**src/rtl/fp16_fma_dot_accum.sv**
```systemverilog
// fp16_fma_dot_accum
//   Sequencer that feeds an external 4-cycle FP16 FMA so that a stream of
//   (a, b) pairs turns into a single FP16 dot product. While a vector is
//   streaming, one FMA is issued per cycle and four interleaved partial sums
//   circulate through the FMA pipeline. After the last pair, the four partials
//   are drained and reduced as (p0*1+p1), (p2*1+p3), then (s0*1+s1).
//
// Ports
//   clk, rst             clock, asynchronous active-high reset
//   in_valid/in_ready    operand-pair handshake; in_a, in_b, in_last
//   in_bias              (only with FMA_DOT_BIAS_EN) addend of the first issue
//   fma_in_valid, fma_a, fma_b, fma_c   issue port towards the FMA
//   fma_out_valid, fma_out              return port from the FMA
//   res_valid/res_ready, res_data       dot-product result handshake
//
// Build option
//   FMA_DOT_BIAS_EN  adds in_bias; the result becomes bias + sum(a*b).
module fp16_fma_dot_accum #(
    parameter int FMA_LATENCY = 4
) (
    input  logic        clk,
    input  logic        rst,
    input  logic        in_valid,
    output logic        in_ready,
    input  logic [15:0] in_a,
    input  logic [15:0] in_b,
    input  logic        in_last,
`ifdef FMA_DOT_BIAS_EN
    input  logic [15:0] in_bias,
`endif
    output logic        fma_in_valid,
    output logic [15:0] fma_a,
    output logic [15:0] fma_b,
    output logic [15:0] fma_c,
    input  logic        fma_out_valid,
    input  logic [15:0] fma_out,
    output logic        res_valid,
    input  logic        res_ready,
    output logic [15:0] res_data
);

    localparam logic [15:0] ONE  = 16'h3C00;
    localparam logic [15:0] ZERO = 16'h0000;
    localparam logic [2:0]  RING = 3'(FMA_LATENCY);
    localparam logic [1:0]  LAST_DRAIN = 2'(FMA_LATENCY - 1);

    typedef enum logic [3:0] {
        IDLE, ACCUM, DRAIN, RED0, RED1, WAIT1, RED2, WAIT2, OUT
    } state_t;

    state_t      state_q, state_d;
    logic [2:0]  issue_cnt_q;
    logic [1:0]  cnt_q;
    logic [15:0] p_q [4];
    logic [15:0] s_q [2];
    logic [15:0] res_q;

    logic        accept;
    logic [15:0] first_c;

`ifdef FMA_DOT_BIAS_EN
    assign first_c = in_bias;
`else
    assign first_c = ZERO;
`endif

    // rst gates in_ready so that every output reads 0 while reset is held,
    // even though the state register already sits in IDLE.
    assign in_ready  = ~rst & ((state_q == IDLE) | (state_q == ACCUM));
    assign accept    = in_valid & in_ready;
    assign res_valid = (state_q == OUT);
    assign res_data  = res_q;

    // Issue port: combinational from state, inputs and the FMA return.
    always_comb begin
        fma_in_valid = 1'b0;
        fma_a        = ZERO;
        fma_b        = ZERO;
        fma_c        = ZERO;
        unique case (state_q)
            IDLE: begin
                if (accept) begin
                    fma_in_valid = 1'b1;
                    fma_a        = in_a;
                    fma_b        = in_b;
                    fma_c        = first_c;
                end
            end
            ACCUM: begin
                // Bubbles still issue 0*0+c so each partial keeps rotating.
                fma_in_valid = 1'b1;
                if (accept) begin
                    fma_a = in_a;
                    fma_b = in_b;
                end
                if (issue_cnt_q >= RING) begin
                    fma_c = fma_out;
                end
            end
            RED0: begin
                fma_in_valid = 1'b1;
                fma_a        = p_q[0];
                fma_b        = ONE;
                fma_c        = p_q[1];
            end
            RED1: begin
                fma_in_valid = 1'b1;
                fma_a        = p_q[2];
                fma_b        = ONE;
                fma_c        = p_q[3];
            end
            RED2: begin
                fma_in_valid = 1'b1;
                fma_a        = s_q[0];
                fma_b        = ONE;
                fma_c        = s_q[1];
            end
            default: begin
            end
        endcase
    end

    // Next-state logic.
    always_comb begin
        state_d = state_q;
        unique case (state_q)
            IDLE:  if (accept) state_d = in_last ? DRAIN : ACCUM;
            ACCUM: if (accept && in_last) state_d = DRAIN;
            DRAIN: if (cnt_q == LAST_DRAIN) state_d = RED0;
            RED0:  state_d = RED1;
            RED1:  state_d = WAIT1;
            WAIT1: if (fma_out_valid && cnt_q[0]) state_d = RED2;
            RED2:  state_d = WAIT2;
            WAIT2: if (fma_out_valid) state_d = OUT;
            OUT:   if (res_ready) state_d = IDLE;
            default: state_d = IDLE;
        endcase
    end

    always_ff @(posedge clk or posedge rst) begin
        if (rst) begin
            state_q     <= IDLE;
            issue_cnt_q <= '0;
            cnt_q       <= '0;
            for (int i = 0; i < 4; i++) p_q[i] <= ZERO;
            s_q[0]      <= ZERO;
            s_q[1]      <= ZERO;
            res_q       <= ZERO;
        end else begin
            state_q <= state_d;
            // cnt_q only counts inside DRAIN and WAIT1; it is zero on entry.
            cnt_q   <= '0;
            unique case (state_q)
                IDLE: begin
                    if (accept) issue_cnt_q <= 3'd1;
                end
                ACCUM: begin
                    if (issue_cnt_q < RING) issue_cnt_q <= issue_cnt_q + 3'd1;
                end
                DRAIN: begin
                    // Missing partials of short vectors come back as zero.
                    p_q[cnt_q] <= fma_out_valid ? fma_out : ZERO;
                    cnt_q      <= cnt_q + 2'd1;
                end
                WAIT1: begin
                    if (fma_out_valid) begin
                        s_q[cnt_q[0]] <= fma_out;
                        cnt_q         <= cnt_q + 2'd1;
                    end
                end
                WAIT2: begin
                    if (fma_out_valid) res_q <= fma_out;
                end
                default: begin
                end
            endcase
        end
    end

endmodule

```
**config.mk**
```make
export PLATFORM = sky130hd
export DESIGN_NAME = fp16_fma_dot_accum
export DESIGN_NICKNAME = d
export VERILOG_FILES = /design/src/rtl/fp16_fma_dot_accum.sv
export SDC_FILE = /design/constraint.sdc
export NUM_CORES = 1
export LEC_CHECK = 0
export ABC_AREA = 1
export CAP_MARGIN = 20
export CORE_ASPECT_RATIO = 0.75
export CORE_MARGIN = 2
export CORE_UTILIZATION = 45
export CTS_CLUSTER_DIAMETER = 30
export DETAILED_ROUTE_END_ITERATION = 8
export PLACE_DENSITY = 0.67
export SLEW_MARGIN = 10
export SYNTH_ARGS = -nofsm -noshare
export SYNTH_HDL_FRONTEND = slang
export SYNTH_SLANG_ARGS = --single-unit
```
**constraint.sdc**
```tcl
create_clock -name clk -period 15.64 [get_ports clk]
set_input_delay 4.692 -clock clk [delete_from_list [all_inputs] [get_ports clk]]
set_output_delay 4.692 -clock clk [all_outputs]
set_load 0.01 [all_outputs]
```
==> metrics.md, run 1 <==
| Metric | Value |
|---|---|
| CP max-delay cell | `inv_1` |
| Reg2Reg Depth | `7` |
| Yosys top cell area share | `0.5128` |
| Main combinational cell family by area after synthesis | `simple AND/OR/NAND/NOR gates` |
| Max Root-Sink Buffers | `2` |
| Adder-cell share of the synthesized area | `0.01060` |
| First-pass detailed-route iteration total | `5` |
| # fillers | `1147` |
| Worst Hold End | `p_q[7]` |
| Mux contribution to synthesized area | `0` |
| Final Hold Slack | `0.4813 ns` |
| Headroom to the max-slew limit | `0.4010` |
| Clock-pin transition on the worst setup and hold timing paths | `0.05 ns` |
| Ports | `121` |
| Post-synthesis async set-or-reset flop share | `1.000` |
| Post-Synth XOR/XNOR Area | `0` |
| Drt total wl | `16.16 mm` |
| Row count | `36` |
| I/O Buffers | `120` |
| Die area | `0.01406 mm^2` |
| Compound-Gate Fraction of Synth Area | `0.1344` |
| Grt ovf | `0` |
| Core area | `0.01288 mm^2` |
| Max incr delay on CP | `0.67 ns` |
| RSZ-0062 raised after global routing | `no` |
| YS warnings | `0` |
| Top_reg_cell synth | `dfrtp_1` |
| Simple-gate share of the synthesized area | `0.2604` |
| Worst Hold Class | `reg2reg` |
| Fin Setup TNS | `0 ns` |
| Final total power | `1.493 mW` |
| Max Clock Freq | `0.08237 GHz` |
| Hold depth | `2` |
| Outcome | `finished, final reports clean` |
| RR Endpoint | `s_q[29]` |
| Initial antenna violation count | `0` |
| Post-Syn Area per Cell | `8.435 um^2` |
| Top post-synthesis cells by count | `nand2_1 (280), dfrtp_1 (121), o21ai_1 (73)` |
| Worst hold path startpoint | `p_q[7]` |
| Setup Buffers After CTS | `0` |
| Tcrit/Tclk final | `0.7762` |
| Met3 Track Usage GR | `0.04776` |
| Fraction of layout cells with a size suffix above 1 | `0.1026` |
| Sequential fraction of the synthesis area | `0.5128` |
| CTS root buf | `clkbuf_16` |
| GPL Wtd Cong | `0.8385` |
| CTS tree | `built` |
| Critical-path cell list | `clkdlybuf4s50_1 -> inv_4 -> nand4_4 -> inv_1 -> nand2_1 -> nand4_1 -> clkdlybuf4s50_1` |
| Leak | `3.608 nW` |
| Worst EP arrival | `7.45 ns` |
| GR Layer Usage met1 | `0.3074` |
| Critical Setup Path Class | `in2out` |
| Peak supply drop | `0.1008 mV` |
| Minimum clock period | `12.14 ns` |
| Post-place setup slack | `3.433 ns` |
| GRT Resource Usage Total | `0.2422` |
| Net Count, Synth | `759` |
| Mapped Cells | `700` |
| Met2 Use GR | `0.4179` |
| Crit start category | `primary input` |
| Initial Utilization | `0.4583` |
| Most Used Layer, Global Route | `met2` |
| CTS H-Tree Depth | `4` |
| Largest cells by area after synthesis | `dfrtp_1 (51%), nand2_1 (18%), o21ai_1 (6.2%)` |
| Dpl hpwl | `10.60 mm` |
| Post-cts resize count | `0` |
| Via-to-Cell Ratio | `5.258` |
| Largest net degree at the start of global routing | `74` |
| Critical Path RT | `10.95 ns` |
| Routed wire length per instance | `16.32 um` |
| Hold_buf cts | `0` |
| Number of global-route vias before repair | `5325` |
| Vias | `5205` |
| Nets | `866` |
| Slew at the pin closest to its max-slew limit | `0.8984 ns` |
| Area leader, netlist | `dfrtp_1` |
| Final Max Tran Viols | `0` |
| RR Startpoint | `state_q[0]` |
| Clk_skew | `0.006250 ns` |
| Setup crit end kind | `output pin` |
| MaxCap Viol Count | `0` |
| CP max FO | `50` |
| Die width | `136.3 um` |
| Post-synth EDFFs | `0` |
| Clk_lat worst skew | `0.41 ns` |
| Area grow syn2layout | `29.31%` |
| PwrDens | `195.5 mW/mm^2` |
| ANT cells | `0` |
| Sink Count | `121` |
| Cell mode on critical path | `clkdlybuf4s50_1` |
| Die Y | `103.2 um` |
| Detail Route Antenna Nets | `0` |
| Initial DRC count | `481` |
| Global-route wire length before repair | `26.29 mm` |
| Drc violations | `0` |
| Post-synthesis cell type count | `29` |
| Synthesized area | `0.005904 mm^2` |
| Number of buffers created by CTS | `17` |
| Most common cell in the netlist | `nand2_1` |
| Setup Viol. Count Final | `0` |
| Final worst slack | `3.500 ns` |
| Setup slack, reg-to-reg | `13.92 ns` |
| Hold Fails Final Rpt | `0` |
| Seq cells post-synth | `121` |
==> routing by layer <==
layer,up-vias,part of all wire
met1,2497,0.43
li1,2480,-
met3,33,0.057
met2,195,0.49
met4,0,0.020
met5,-,0
==> kinds of logic (layout without fill, tap and decap cells) <==
kind of cell | count (synthesis) | count (layout)
AND/OR/NAND/NOR | 350 | 350
AO/OA/AOI/OAI | 137 | 137
flip-flops | 121 | 121
buffers and inverters | 87 | 206
adder cells (fa/ha/maj) | 5 | 5
==> sequential cells by signal, indices dropped and copies added (netlist names) <==
signal	flops
s_q	32
issue_cnt_q	3
cnt_q	2
state_q	4
p_q	64
res_data	16
==> how the worst max path moves through the flow <==
| stage | start | end | slack, ns |
|---|---|---|---|
| 2_1_floorplan | rst | fma_a[0] | 2.87 |
| 3_3_place_gp | rst | fma_a[12] | 3.54 |
| 3_5_place_dp | rst | fma_a[15] | 3.43 |
| 4_1_cts | rst | fma_a[15] | 3.41 |
| 5_1_grt | rst | fma_a[14] | 3.17 |
| 6_report | rst | fma_a[15] | 3.50 |
==> critical path: cells and delay by family <==
kind / cells / cell delay (ns)
buf+inv: 4 / 2.16
simple gates: 3 / 0.58
==> layout make-up <==
cell class                      count  area [um^2]  share of cell area
Sequential cell                   121         3028              0.3966
Multi-Input combinational cell    492         2394              0.3135
Timing Repair Buffer              123         1244              0.1629
Clock buffer                       22        454.2             0.05949
Tap cell                          171        214.0             0.02802
Inverter                           52        201.4             0.02638
Clock inverter                      9        100.1             0.01311
==> through the flow <==
| stage | cells | utilization | instance area (um^2) |
|---|---|---|---|
| floorplan | 700 | - | 5904 |
| global placement | 958 | 0.5475 | 7053 |
| global route | 990 | 0.5927 | 7635 |
| detailed placement | 958 | 0.5475 | 7053 |
| finish | 990 | 0.5927 | 7635 |
| CTS | 989 | 0.5905 | 7607 |
==> cell usage in the layout, fill, tap and decap left out, types with 10 or more instances in the layout <==
master and instances:
o21ai_0 25, a21oi_1 10, dfrtp_1 121, clkbuf_16 17
inv_1 43, nand2_1 280, nor2_1 15, clkdlybuf4s50_1 120
nand4_1 27, o21ai_1 73, o21ai_2 28
==> report_power, final <==
part	internal, mW	leakage [nW]	switching (mW)	total, mW
Combinational	0.259	1.84	0.318	0.577
Clock	0.236	0.270	0.135	0.371
Sequential	0.457	1.50	0.0877	0.544
No activity file was read; power rests on OpenSTA's default activity.
==> inputs of run 2 (changes only) <==
Clock period 15.64 ns to 12 ns, I/O delays scaled along.
==> run 2 against run 1 <==
  * Critical path type unchanged
  * Total power up 32%
  * Global-route usage up 0.13 points
  * Register-to-register slack worse by 3.7 ns
  * Wire length down 0.82%
  * Combinational power up 30%
  * Sequential share of layout area down 0.14 points
  * Hold slack worse by 0.0017 ns
  * Critical endpoint unchanged
  * Sequential cell count unchanged
  * Clock-buffer cell count up 1
  * Critical path depth unchanged
==> metrics.md, run 2 (synthesized netlist as in run 1, its figures left out) <==
| Metric | Value |
|---|---|
| CTS root buf | `clkbuf_16` |
| CP endpoint | `fma_a[15]` |
| Post-Place Cell Area | `0.007053 mm^2` |
| Post-cts resize count | `0` |
| Worst hold path startpoint | `s_q[22]` |
| Initial Utilization | `0.4583` |
| # fillers | `1145` |
| Tcrit/Tclk final | `0.8275` |
| Number of global-route vias before repair | `5300` |
| Clock-pin transition on the worst setup and hold timing paths | `0.05 ns` |
| Largest net degree at the start of global routing | `74` |
| Fraction of layout cells with a size suffix above 1 | `0.1024` |
| Dpl hpwl | `10.60 mm` |
| PwrDens | `256.7 mW/mm^2` |
| Initial antenna violation count | `0` |
| Row count | `36` |
| CTS tree | `built` |
| Ports | `121` |
| Register Area | `0.003028 mm^2` |
| Initial DRC count | `427` |
| Fin Setup TNS | `0 ns` |
| Die area | `0.01406 mm^2` |
| Reg2Reg Depth | `7` |
| Area grow syn2layout | `29.75%` |
| Detail Route Antenna Nets | `0` |
| Core area | `0.01288 mm^2` |
| CP max FO | `50` |
| Via-to-Cell Ratio | `5.228` |
| RSZ-0062 raised after global routing | `no` |
| Global-route wire length before repair | `26.28 mm` |
| Grt ovf | `0` |
| Slew at the pin closest to its max-slew limit | `0.9129 ns` |
| Clk_lat worst skew | `0.42 ns` |
| Top reg by flops | `p_q` |
| Non-Filler Instances | `991` |
| Max Clock Freq | `0.1007 GHz` |
| Number of buffers created by CTS | `17` |
| Critical Setup Path Class | `in2out` |
| Commonest non-fill, non-tap cell in the layout | `nand2_1` |
| I/O Buffers | `120` |
| Max incr delay on CP | `0.67 ns` |
| Hold_buf cts | `0` |
| Fin area | `0.007661 mm^2` |
| GRT Resource Usage Total | `0.2436` |
| Final Util | `0.5947` |
| Vias | `5181` |
| Area of the multi-input gates | `0.002394 mm^2` |
| Setup Viol. Count Final | `0` |
| Drt total wl | `16.03 mm` |
| Die Y | `103.2 um` |
| Crit start category | `primary input` |
| Peak supply drop | `0.1383 mV` |
| Nets | `866` |
| Commonest non-fill, non-tap cells in the layout | `nand2_1 (280), dfrtp_1 (121), clkdlybuf4s50_1 (120), o21ai_1 (73), inv_1 (43)` |
| Setup Buffers After CTS | `0` |
| Critical-path cell list | `clkdlybuf4s50_1 -> inv_4 -> nand4_4 -> inv_1 -> nand2_1 -> nand4_1 -> clkdlybuf4s50_1` |
| Setup crit end kind | `output pin` |
| Worst Hold Class | `reg2reg` |
| Max Root-Sink Buffers | `2` |
| Die width | `136.3 um` |
| Dpl cells | `958` |
| Max FFs per register | `64` |
| RR Endpoint | `s_q[21]` |
| GPL Wtd Cong | `0.8384` |
| CTS H-Tree Depth | `4` |
| Final Hold Slack | `0.4796 ns` |
| CP max-delay cell | `inv_1` |
| Routed wire length per instance | `16.17 um` |
| Drc violations | `0` |
| Clk_skew | `0.009674 ns` |
| Minimum clock period | `9.930 ns` |
| Outcome | `finished, final reports clean` |
| MaxCap Viol Count | `0` |
| First-pass detailed-route iteration total | `4` |
| Setup slack, reg-to-reg | `10.26 ns` |
| Cell mode on critical path | `clkdlybuf4s50_1` |
| Leak | `3.623 nW` |
| Hold Fails Final Rpt | `0` |
| Worst EP arrival | `6.33 ns` |
| RR Startpoint | `state_q[2]` |
| Crit path from | `rst` |
| Final Max Tran Viols | `0` |
| Headroom to the max-slew limit | `0.3914` |
| Critical Path RT | `8.40 ns` |
| ANT cells | `0` |
| Sink Count | `121` |
run 2: changes by cell type in the layout (fill, tap and decap cells not counted):
cell        delta
bufinv_16      +1
clkbuf_1       +1
clkinvlp_4     -1
run 2: layout make-up:
type                    count  area share
flip-flops and latches    121      0.3952
multi-input cells         492      0.3124
repair buffers            123      0.1623
clock buffers              23     0.05977
well taps                 171     0.02793
inverters                  52     0.02629
clock inverters             9     0.01601
run 2: worst min-delay path by stage:
stage | to | slack (ns) | cells past startpoint
6_report | s_q[22] | 0.48 | 2
5_1_grt | s_q[30] | 0.50 | 2
4_1_cts | p_q[7] | 0.48 | 2
3_5_place_dp | p_q[7] | 0.47 | 2
3_3_place_gp | p_q[9] | 0.47 | 2
2_1_floorplan | p_q[20] | 0.46 | 2
run 2: worst max-delay path, delay by kind of cell:
| family | cells | cell delay [ns] |
|---|---|---|
| buffers and inverters | 4 | 2.15 |
| AND/OR/NAND/NOR | 3 | 0.57 |
run 2: power breakdown:
group	switching, mW	internal (mW)	total, mW
Clock	0.176	0.330	0.505
Sequential	0.114	0.595	0.709
Combinational	0.415	0.338	0.752
run 2: metal layers:
layer,GRT usage,part of all wire,wire (um)
met1,0.3098,0.44,7044
met2,0.4148,0.49,7923
met3,0.05117,0.048,773
met4,0.09375,0.018,284
met5,0,0,0
run 2: metrics by stage:
| stage | power, mW | setup WS [ns] |
|---|---|---|
| after floorplan | 1.153 | 1.409 |
| final | 1.967 | 2.070 |
| after global routing | 2.098 | 1.765 |
| after CTS | 1.972 | 1.983 |
| after global placement | 1.429 | 2.088 |
| after detailed placement | 1.459 | 1.997 |
